==> src/rtl/tmr_scrub_ctrl_pkg.sv <==
`default_nettype none
// ============================================================================
//  Module      : tmr_scrub_ctrl_pkg
//  Description : Shared types and constants for the TMR scrub controller.
//  Revision    : 1.0
// ============================================================================
package tmr_scrub_ctrl_pkg;

    typedef enum logic [1:0] {
        ST_IDLE = 2'd0,
        ST_WAIT = 2'd1,
        ST_SCAN = 2'd2,
        ST_FIX  = 2'd3
    } scrub_state_e;

    localparam int         NUM_COPIES = 3;
    localparam logic [1:0] COPY_0     = 2'd0;
    localparam logic [1:0] COPY_1     = 2'd1;
    localparam logic [1:0] COPY_2     = 2'd2;
    localparam logic [1:0] COPY_NONE  = 2'd3;

endpackage
`default_nettype wire

==> src/rtl/tmr_scrub_ctrl_way3_voter.sv <==
`default_nettype none
// ============================================================================
//  Module      : way3_voter
//  Description : Bitwise 2-of-3 majority vote with single/double mismatch flags.
//  Revision    : 1.0
// ============================================================================
module way3_voter #(
    parameter int DATA_WIDTH = 32
) (
    input  logic [DATA_WIDTH-1:0] a_i,
    input  logic [DATA_WIDTH-1:0] b_i,
    input  logic [DATA_WIDTH-1:0] c_i,
    output logic [DATA_WIDTH-1:0] maj_o,
    output logic                  err1_o,
    output logic                  err2_o
);

    logic ab_eq;
    logic bc_eq;
    logic ac_eq;

    assign ab_eq  = (a_i == b_i);
    assign bc_eq  = (b_i == c_i);
    assign ac_eq  = (a_i == c_i);
    assign maj_o  = (a_i & b_i) | (b_i & c_i) | (a_i & c_i);
    assign err2_o = !ab_eq && !bc_eq && !ac_eq;
    // Any single equal pair without full agreement means exactly one copy is off.
    assign err1_o = !err2_o && !(ab_eq && bc_eq);

endmodule
`default_nettype wire

==> src/rtl/tmr_scrub_ctrl.sv <==
`default_nettype none
// ============================================================================
//  Module      : tmr_scrub_ctrl
//  Description : Triplicated word store with voted read, fault injection and
//                a periodic background scrubber with error counters.
//  Revision    : 1.0
// ============================================================================
module tmr_scrub_ctrl
    import tmr_scrub_ctrl_pkg::*;
#(
    parameter int DATA_WIDTH   = 32,
    parameter int DEPTH        = 8,
    parameter int SCRUB_PERIOD = 1024,
    parameter int CNT_WIDTH    = 16
) (
    input  logic                       clk_i,
    input  logic                       rstn_i,
    input  logic                       wr_en_i,
    input  logic [$clog2(DEPTH)-1:0]   wr_addr_i,
    input  logic [DATA_WIDTH-1:0]      wr_data_i,
    input  logic [$clog2(DEPTH)-1:0]   rd_addr_i,
    output logic [DATA_WIDTH-1:0]      rd_data_o,
    output logic                       rd_error1_o,
    output logic                       rd_error2_o,
    input  logic                       scrub_en_i,
    input  logic                       inj_en_i,
    input  logic [$clog2(DEPTH)-1:0]   inj_addr_i,
    input  logic [1:0]                 inj_copy_i,
    input  logic [DATA_WIDTH-1:0]      inj_mask_i,
    input  logic                       clr_cnt_i,
    output logic [CNT_WIDTH-1:0]       err1_cnt_o,
    output logic [CNT_WIDTH-1:0]       err2_cnt_o,
    output logic                       irq_o,
    output logic                       scrub_busy_o
);

    localparam int                   AW           = $clog2(DEPTH);
    localparam int                   TW           = (SCRUB_PERIOD > 1) ? $clog2(SCRUB_PERIOD) : 1;
    localparam logic [TW-1:0]        TIMER_RELOAD = TW'(SCRUB_PERIOD - 1);
    localparam logic [AW-1:0]        LAST_IDX     = AW'(DEPTH - 1);
    localparam logic [CNT_WIDTH-1:0] CNT_MAX      = '1;

    logic [DATA_WIDTH-1:0] mem_q [NUM_COPIES][DEPTH];
    logic [DATA_WIDTH-1:0] mem_d [NUM_COPIES][DEPTH];
    scrub_state_e          state_q, state_d;
    logic [AW-1:0]         idx_q, idx_d;
    logic [TW-1:0]         timer_q, timer_d;
    logic [DATA_WIDTH-1:0] fix_data_q, fix_data_d;
    logic [CNT_WIDTH-1:0]  err1_cnt_q, err1_cnt_d;
    logic [CNT_WIDTH-1:0]  err2_cnt_q, err2_cnt_d;
    logic                  irq_q, irq_d;

    logic [DATA_WIDTH-1:0] scan_maj;
    logic                  scan_err1;
    logic                  scan_err2;
    logic                  user_hit;
    logic                  inj_hit;
    logic                  advance;
    logic                  wb_en;
    logic                  err1_inc;
    logic                  err2_inc;

    way3_voter #(.DATA_WIDTH(DATA_WIDTH)) u_rd_voter (
        .a_i    (mem_q[COPY_0][rd_addr_i]),
        .b_i    (mem_q[COPY_1][rd_addr_i]),
        .c_i    (mem_q[COPY_2][rd_addr_i]),
        .maj_o  (rd_data_o),
        .err1_o (rd_error1_o),
        .err2_o (rd_error2_o)
    );

    way3_voter #(.DATA_WIDTH(DATA_WIDTH)) u_scan_voter (
        .a_i    (mem_q[COPY_0][idx_q]),
        .b_i    (mem_q[COPY_1][idx_q]),
        .c_i    (mem_q[COPY_2][idx_q]),
        .maj_o  (scan_maj),
        .err1_o (scan_err1),
        .err2_o (scan_err2)
    );

    assign user_hit = wr_en_i && (wr_addr_i == idx_q);
    assign inj_hit  = inj_en_i && (inj_copy_i != COPY_NONE) && !(wr_en_i && (wr_addr_i == inj_addr_i));

    always_comb begin
        state_d    = state_q;
        idx_d      = idx_q;
        timer_d    = timer_q;
        fix_data_d = fix_data_q;
        advance    = 1'b0;
        wb_en      = 1'b0;
        err1_inc   = 1'b0;
        err2_inc   = 1'b0;
        case (state_q)
            ST_IDLE: begin
                if (scrub_en_i) begin
                    state_d = ST_WAIT;
                    timer_d = TIMER_RELOAD;
                    idx_d   = '0;
                end
            end
            ST_WAIT: begin
                if (!scrub_en_i) begin
                    state_d = ST_IDLE;
                end else if (timer_q == '0) begin
                    state_d = ST_SCAN;
                end else begin
                    timer_d = timer_q - TW'(1);
                end
            end
            ST_SCAN: begin
                err1_inc = scan_err1;
                err2_inc = scan_err2;
                if (scan_err1 && !user_hit) begin
                    state_d    = ST_FIX;
                    fix_data_d = scan_maj;
                end else begin
                    advance = 1'b1;
                end
            end
            ST_FIX: begin
                // A write elsewhere holds the fix; a write to idx makes the fix stale.
                if (user_hit) begin
                    advance = 1'b1;
                end else if (!wr_en_i) begin
                    wb_en   = 1'b1;
                    advance = 1'b1;
                end
            end
            default: state_d = ST_IDLE;
        endcase
        if (advance) begin
            if (!scrub_en_i) begin
                state_d = ST_IDLE;
                idx_d   = '0;
            end else if (idx_q == LAST_IDX) begin
                state_d = ST_WAIT;
                timer_d = TIMER_RELOAD;
                idx_d   = '0;
            end else begin
                state_d = ST_SCAN;
                idx_d   = idx_q + AW'(1);
            end
        end
    end

    // Order matters: user write, then scrub writeback, then injection on top.
    always_comb begin
        mem_d = mem_q;
        for (int c = 0; c < NUM_COPIES; c++) begin
            if (wr_en_i) begin
                mem_d[c][wr_addr_i] = wr_data_i;
            end
            if (wb_en) begin
                mem_d[c][idx_q] = fix_data_q;
            end
            if (inj_hit && (inj_copy_i == 2'(c))) begin
                mem_d[c][inj_addr_i] = mem_d[c][inj_addr_i] ^ inj_mask_i;
            end
        end
    end

    always_comb begin
        err1_cnt_d = err1_cnt_q;
        err2_cnt_d = err2_cnt_q;
        irq_d      = irq_q;
        if (clr_cnt_i) begin
            err1_cnt_d = '0;
            err2_cnt_d = '0;
            irq_d      = 1'b0;
        end else begin
            if (err1_inc && (err1_cnt_q != CNT_MAX)) begin
                err1_cnt_d = err1_cnt_q + CNT_WIDTH'(1);
            end
            if (err2_inc && (err2_cnt_q != CNT_MAX)) begin
                err2_cnt_d = err2_cnt_q + CNT_WIDTH'(1);
            end
            if (err2_inc) begin
                irq_d = 1'b1;
            end
        end
    end

    always_ff @(posedge clk_i or negedge rstn_i) begin
        if (!rstn_i) begin
            for (int c = 0; c < NUM_COPIES; c++) begin
                for (int w = 0; w < DEPTH; w++) begin
                    mem_q[c][w] <= '0;
                end
            end
            state_q    <= ST_IDLE;
            idx_q      <= '0;
            timer_q    <= '0;
            fix_data_q <= '0;
            err1_cnt_q <= '0;
            err2_cnt_q <= '0;
            irq_q      <= 1'b0;
        end else begin
            mem_q      <= mem_d;
            state_q    <= state_d;
            idx_q      <= idx_d;
            timer_q    <= timer_d;
            fix_data_q <= fix_data_d;
            err1_cnt_q <= err1_cnt_d;
            err2_cnt_q <= err2_cnt_d;
            irq_q      <= irq_d;
        end
    end

    assign err1_cnt_o   = err1_cnt_q;
    assign err2_cnt_o   = err2_cnt_q;
    assign irq_o        = irq_q;
    assign scrub_busy_o = (state_q == ST_SCAN) || (state_q == ST_FIX);

endmodule
`default_nettype wire
==> config.mk <==
export PLATFORM = sky130hd
export DESIGN_NAME = tmr_scrub_ctrl
export DESIGN_NICKNAME = d
export VERILOG_FILES = /design/src/rtl/tmr_scrub_ctrl_pkg.sv /design/src/rtl/tmr_scrub_ctrl_way3_voter.sv /design/src/rtl/tmr_scrub_ctrl.sv
export SDC_FILE = /design/constraint.sdc
export NUM_CORES = 2
export LEC_CHECK = 0
export CELL_PAD_IN_SITES_DETAIL_PLACEMENT = 1
export CELL_PAD_IN_SITES_GLOBAL_PLACEMENT = 1
export CORE_UTILIZATION = 30
export CTS_CLUSTER_DIAMETER = 150
export DETAILED_ROUTE_END_ITERATION = 8
export MAX_ROUTING_LAYER = met4
export PLACE_DENSITY_LB_ADDON = 0.1
export SETUP_SLACK_MARGIN = 0.1
export SYNTH_ARGS = -nofsm -noshare
export SYNTH_HDL_FRONTEND = slang
export SYNTH_SLANG_ARGS = --single-unit
==> constraint.sdc <==
create_clock -name clk_i -period 6 [get_ports clk_i]
set_input_delay 1.5 -clock clk_i [delete_from_list [all_inputs] [get_ports clk_i]]
set_output_delay 1.5 -clock clk_i [all_outputs]
set_load 0.02 [all_outputs]
==> impl_metrics.yaml <==
synthesis:
  synth_warnings: 0
  synth_seq_cells: 848
  syn_avg_cell_area_um2: 8.213
  ys_seq_area_share_pct: 32.64
  synth_area_mm2: 0.06501
  synth_cells: 7916
  synth_flop_cell: "dfrtp_1"
  async_flop_share_pct: 100.0
  mappedNetlistNets: 8199
  yosysUniqueCellTypes: 76
  synth_edf_count: 0
cts:
  numCtsBuffers: 117
  clkSinkCount: 848
  cts_buffer_depth: 3
  tritoncts: "done"
  clk_pin_slew_worst_paths_ns: 0.06
  clk_latency_ns: 0.85
  h-tree-depth: 3
  cts-root-buf: "clkbuf_16"
final_layout:
  fillers: 24940
  layout_commonest_cell: "nand2_1"
  final_nets: 8120
  final_cell_area_mm2: 0.07652
  syn_to_final_growth_pct: 17.70
  drive_gt1_share_pct: 14.79
  seq_area_mm2: 0.02122
  multi_input_area_mm2: 0.04112
  final_cell_mix: "nand2_1, a21oi_1, dfrtp_1, nor2_1, a22oi_1"
placed_design:
  place_area_mm2: 0.07155
  place.gp.congestion: 0.9833
  dp_hpwl_um: 276700
  port_buffers: 148
  dp_worst_setup_slack_ns: -1.344
global_route:
  overflow: 0
  grt_start_max_net_pins: 127
  grt_pass1_vias: 71570
  grt_pass1_wl_um: 573500
  antenna_found_initial: 19
  grt_usage_pct: 37.87
die:
  io_pins: 149
  start_util_pct: 30.23
  rows: 170
  core_area_mm2: 0.2150
  fp.dieW_um: 467.5
  dieArea_mm2: 0.2186
  die_h_um: 467.5
sta:
  layout_setup_ws_ns: -0.2629
  hold_viol: 0
  skew_ns: 0.05690
  finalSetupViolations: 2
  max_freq_mhz: 159.7
  rsz0062_at_grt: "true"
  relSlewSlack_pct: 16.46
  min_period_over_period_pct: 104.4
  min_period_ns: 6.263
  worstMarginPinSlew_ns: 1.242
  maxSlewViolCount: 0
run_status:
  outcome: "complete, but fails checks"
  violations: "negative setup slack"
critical_path:
  cp.required_ns: 4.50
  cp_max_fo: 7
  worstReg2RegStart: "idx_q[1]$_DFFE_PN0P_"
  crit_buf_inv: 8
  crit_top_cell: "buf_16"
  r2r_slack_ns: 0.08
  start_kind: "input pin"
  crit_chain: "buf_16, buf_16, buf_12, buf_16, mux4_2, mux2_4, ha_4, nor4_4, buf_4, nand4_1, buf_6, nor2_4, nor3_2, a21oi_1, buf_4, buf_6"
  end_kind: "primary output"
  cp-startpoint: "rd_addr_i[0]"
  reg2reg_depth: 14
  critPathMaxStageDelay_ns: 0.50
  slowest_stage: "mux4_2"
  crit_family: "buffers and inverters"
  r2r-end: "err1_cnt_o[11]$_DFFE_PN0P_"
  arrival_ns: 4.76
  setup.worst_path.class: "in -> out"
power:
  powerDensity_mw_per_mm2: 453.4
  leakage_uw: 0.03054
  ir_drop_uv: 378.3
drt:
  routed_wirelength_um: 411100
  drcViolationCount: 0
  post_drt_wl_per_cell_um: 38.11
  drt_iter0_drc: 9355
  num_vias: 72590
  viasPerCell: 6.728
  antenna_left: 0
  firstDrtPassIters: 6
worst_hold_path:
  min_from: "timer_q[1]$_DFF_PN0_"
  whs_endpoint: "timer_q[1]$_DFF_PN0_"
  hold_path.class: "reg -> reg"
  holdPathStages: 1
run:
  drv_cap: 0
## repair_timing
action                                  in CTS  in global routing
buffers inserted                             9                 13
cloned                                       4                  0
hold endpoints to repair                     0                  0
pin swaps                                    4                  9
resized for setup                           49                 36
hold buffers                                 0                  0
endpoints found under the setup margin       3                  4
## how the worst max path moves through the flow
stage	to	slack, ns	cells after the start
after global routing	rd_error1_o	-0.28	15
final	rd_error1_o	-0.26	16
after global placement	rd_error1_o	-1.32	14
after floorplan	rd_error1_o	0.17	11
after CTS	rd_error1_o	-0.27	15
after detailed placement	rd_error1_o	-1.34	14
## sequential cells by signal, indices dropped and copies added (netlist names)
name	flops
irq_o	1
fix_data_q	32
idx_q	3
err2_cnt_o	16
mem_q	768
state_q	2
timer_q	10
err1_cnt_o	16
## kinds of logic after synthesis
family / Yosys count / share of synthesized area [%]
AO/OA/AOI/OAI: 3154 / 30.01
XOR/XNOR: 116 / 2.359
adder cells (fa/ha/maj): 202 / 3.888
buffers and inverters: 775 / 5.319
flip-flops: 848 / 32.64
multiplexers: 296 / 8.441
AND/OR/NAND/NOR: 2525 / 17.35
## report_power, final
part	switching, uW	leakage, uW	internal, uW
logic	9990	0.0182	6360
registers	2990	0.0103	7560
clock network	3240	0.00204	4560
total	16200	0.0305	18500
## final cells by class
class	count	share of cell area [%]
antenna	11	0.03597
tap	2838	4.641
clock buffer	166	4.421
clock inverter	56	0.9664
sequential	848	27.73
timing repair buffer	562	8.388
inverter	15	0.07358
multi-input combinational	6293	53.74
## cells in the mapped netlist (all sizes together) (42+ instances only)
cell type / count / area share [%]
ha: 202 / 3.9
a31oi: 51 / 0.49
o22ai: 141 / 1.4
mux4: 192 / 6.7
nand2: 1340 / 7.7
o211ai: 545 / 6.3
a21oi: 1058 / 8.1
dfrtp: 848 / 33
or3: 42 / 0.40
clkbuf: 403 / 2.4
xnor2: 101 / 2.2
mux2: 98 / 1.7
o21ai: 592 / 4.6
o2111ai: 88 / 1.2
nor4: 114 / 1.5
buf: 357 / 2.9
nand4: 124 / 1.2
a22oi: 635 / 7.3
nor2: 656 / 3.8
nor3: 78 / 0.68
## routing by layer
metal | part of all wire [%] | track usage [%]
met1 | 41 | 49.41
met2 | 43 | 55.60
met3 | 9.3 | 7.320
met4 | 5.9 | 19.01
met5 | 0 | -
## stage by stage
stage	TNS (ns)	power [uW]	hold WS, ns	cells	util (%)
finish	-0.4043	34690	0.5191	10790	35.58
global route	-0.4282	36180	0.5416	10790	35.58
CTS	-0.4072	34090	0.5239	10770	35.40
detailed placement	-2.477	26050	0.5100	10530	33.27
global placement	-2.362	25790	0.4997	10530	33.27
floorplan	0	18420	0.4828	7916	-
No activity file was read; power rests on OpenSTA's default activity.
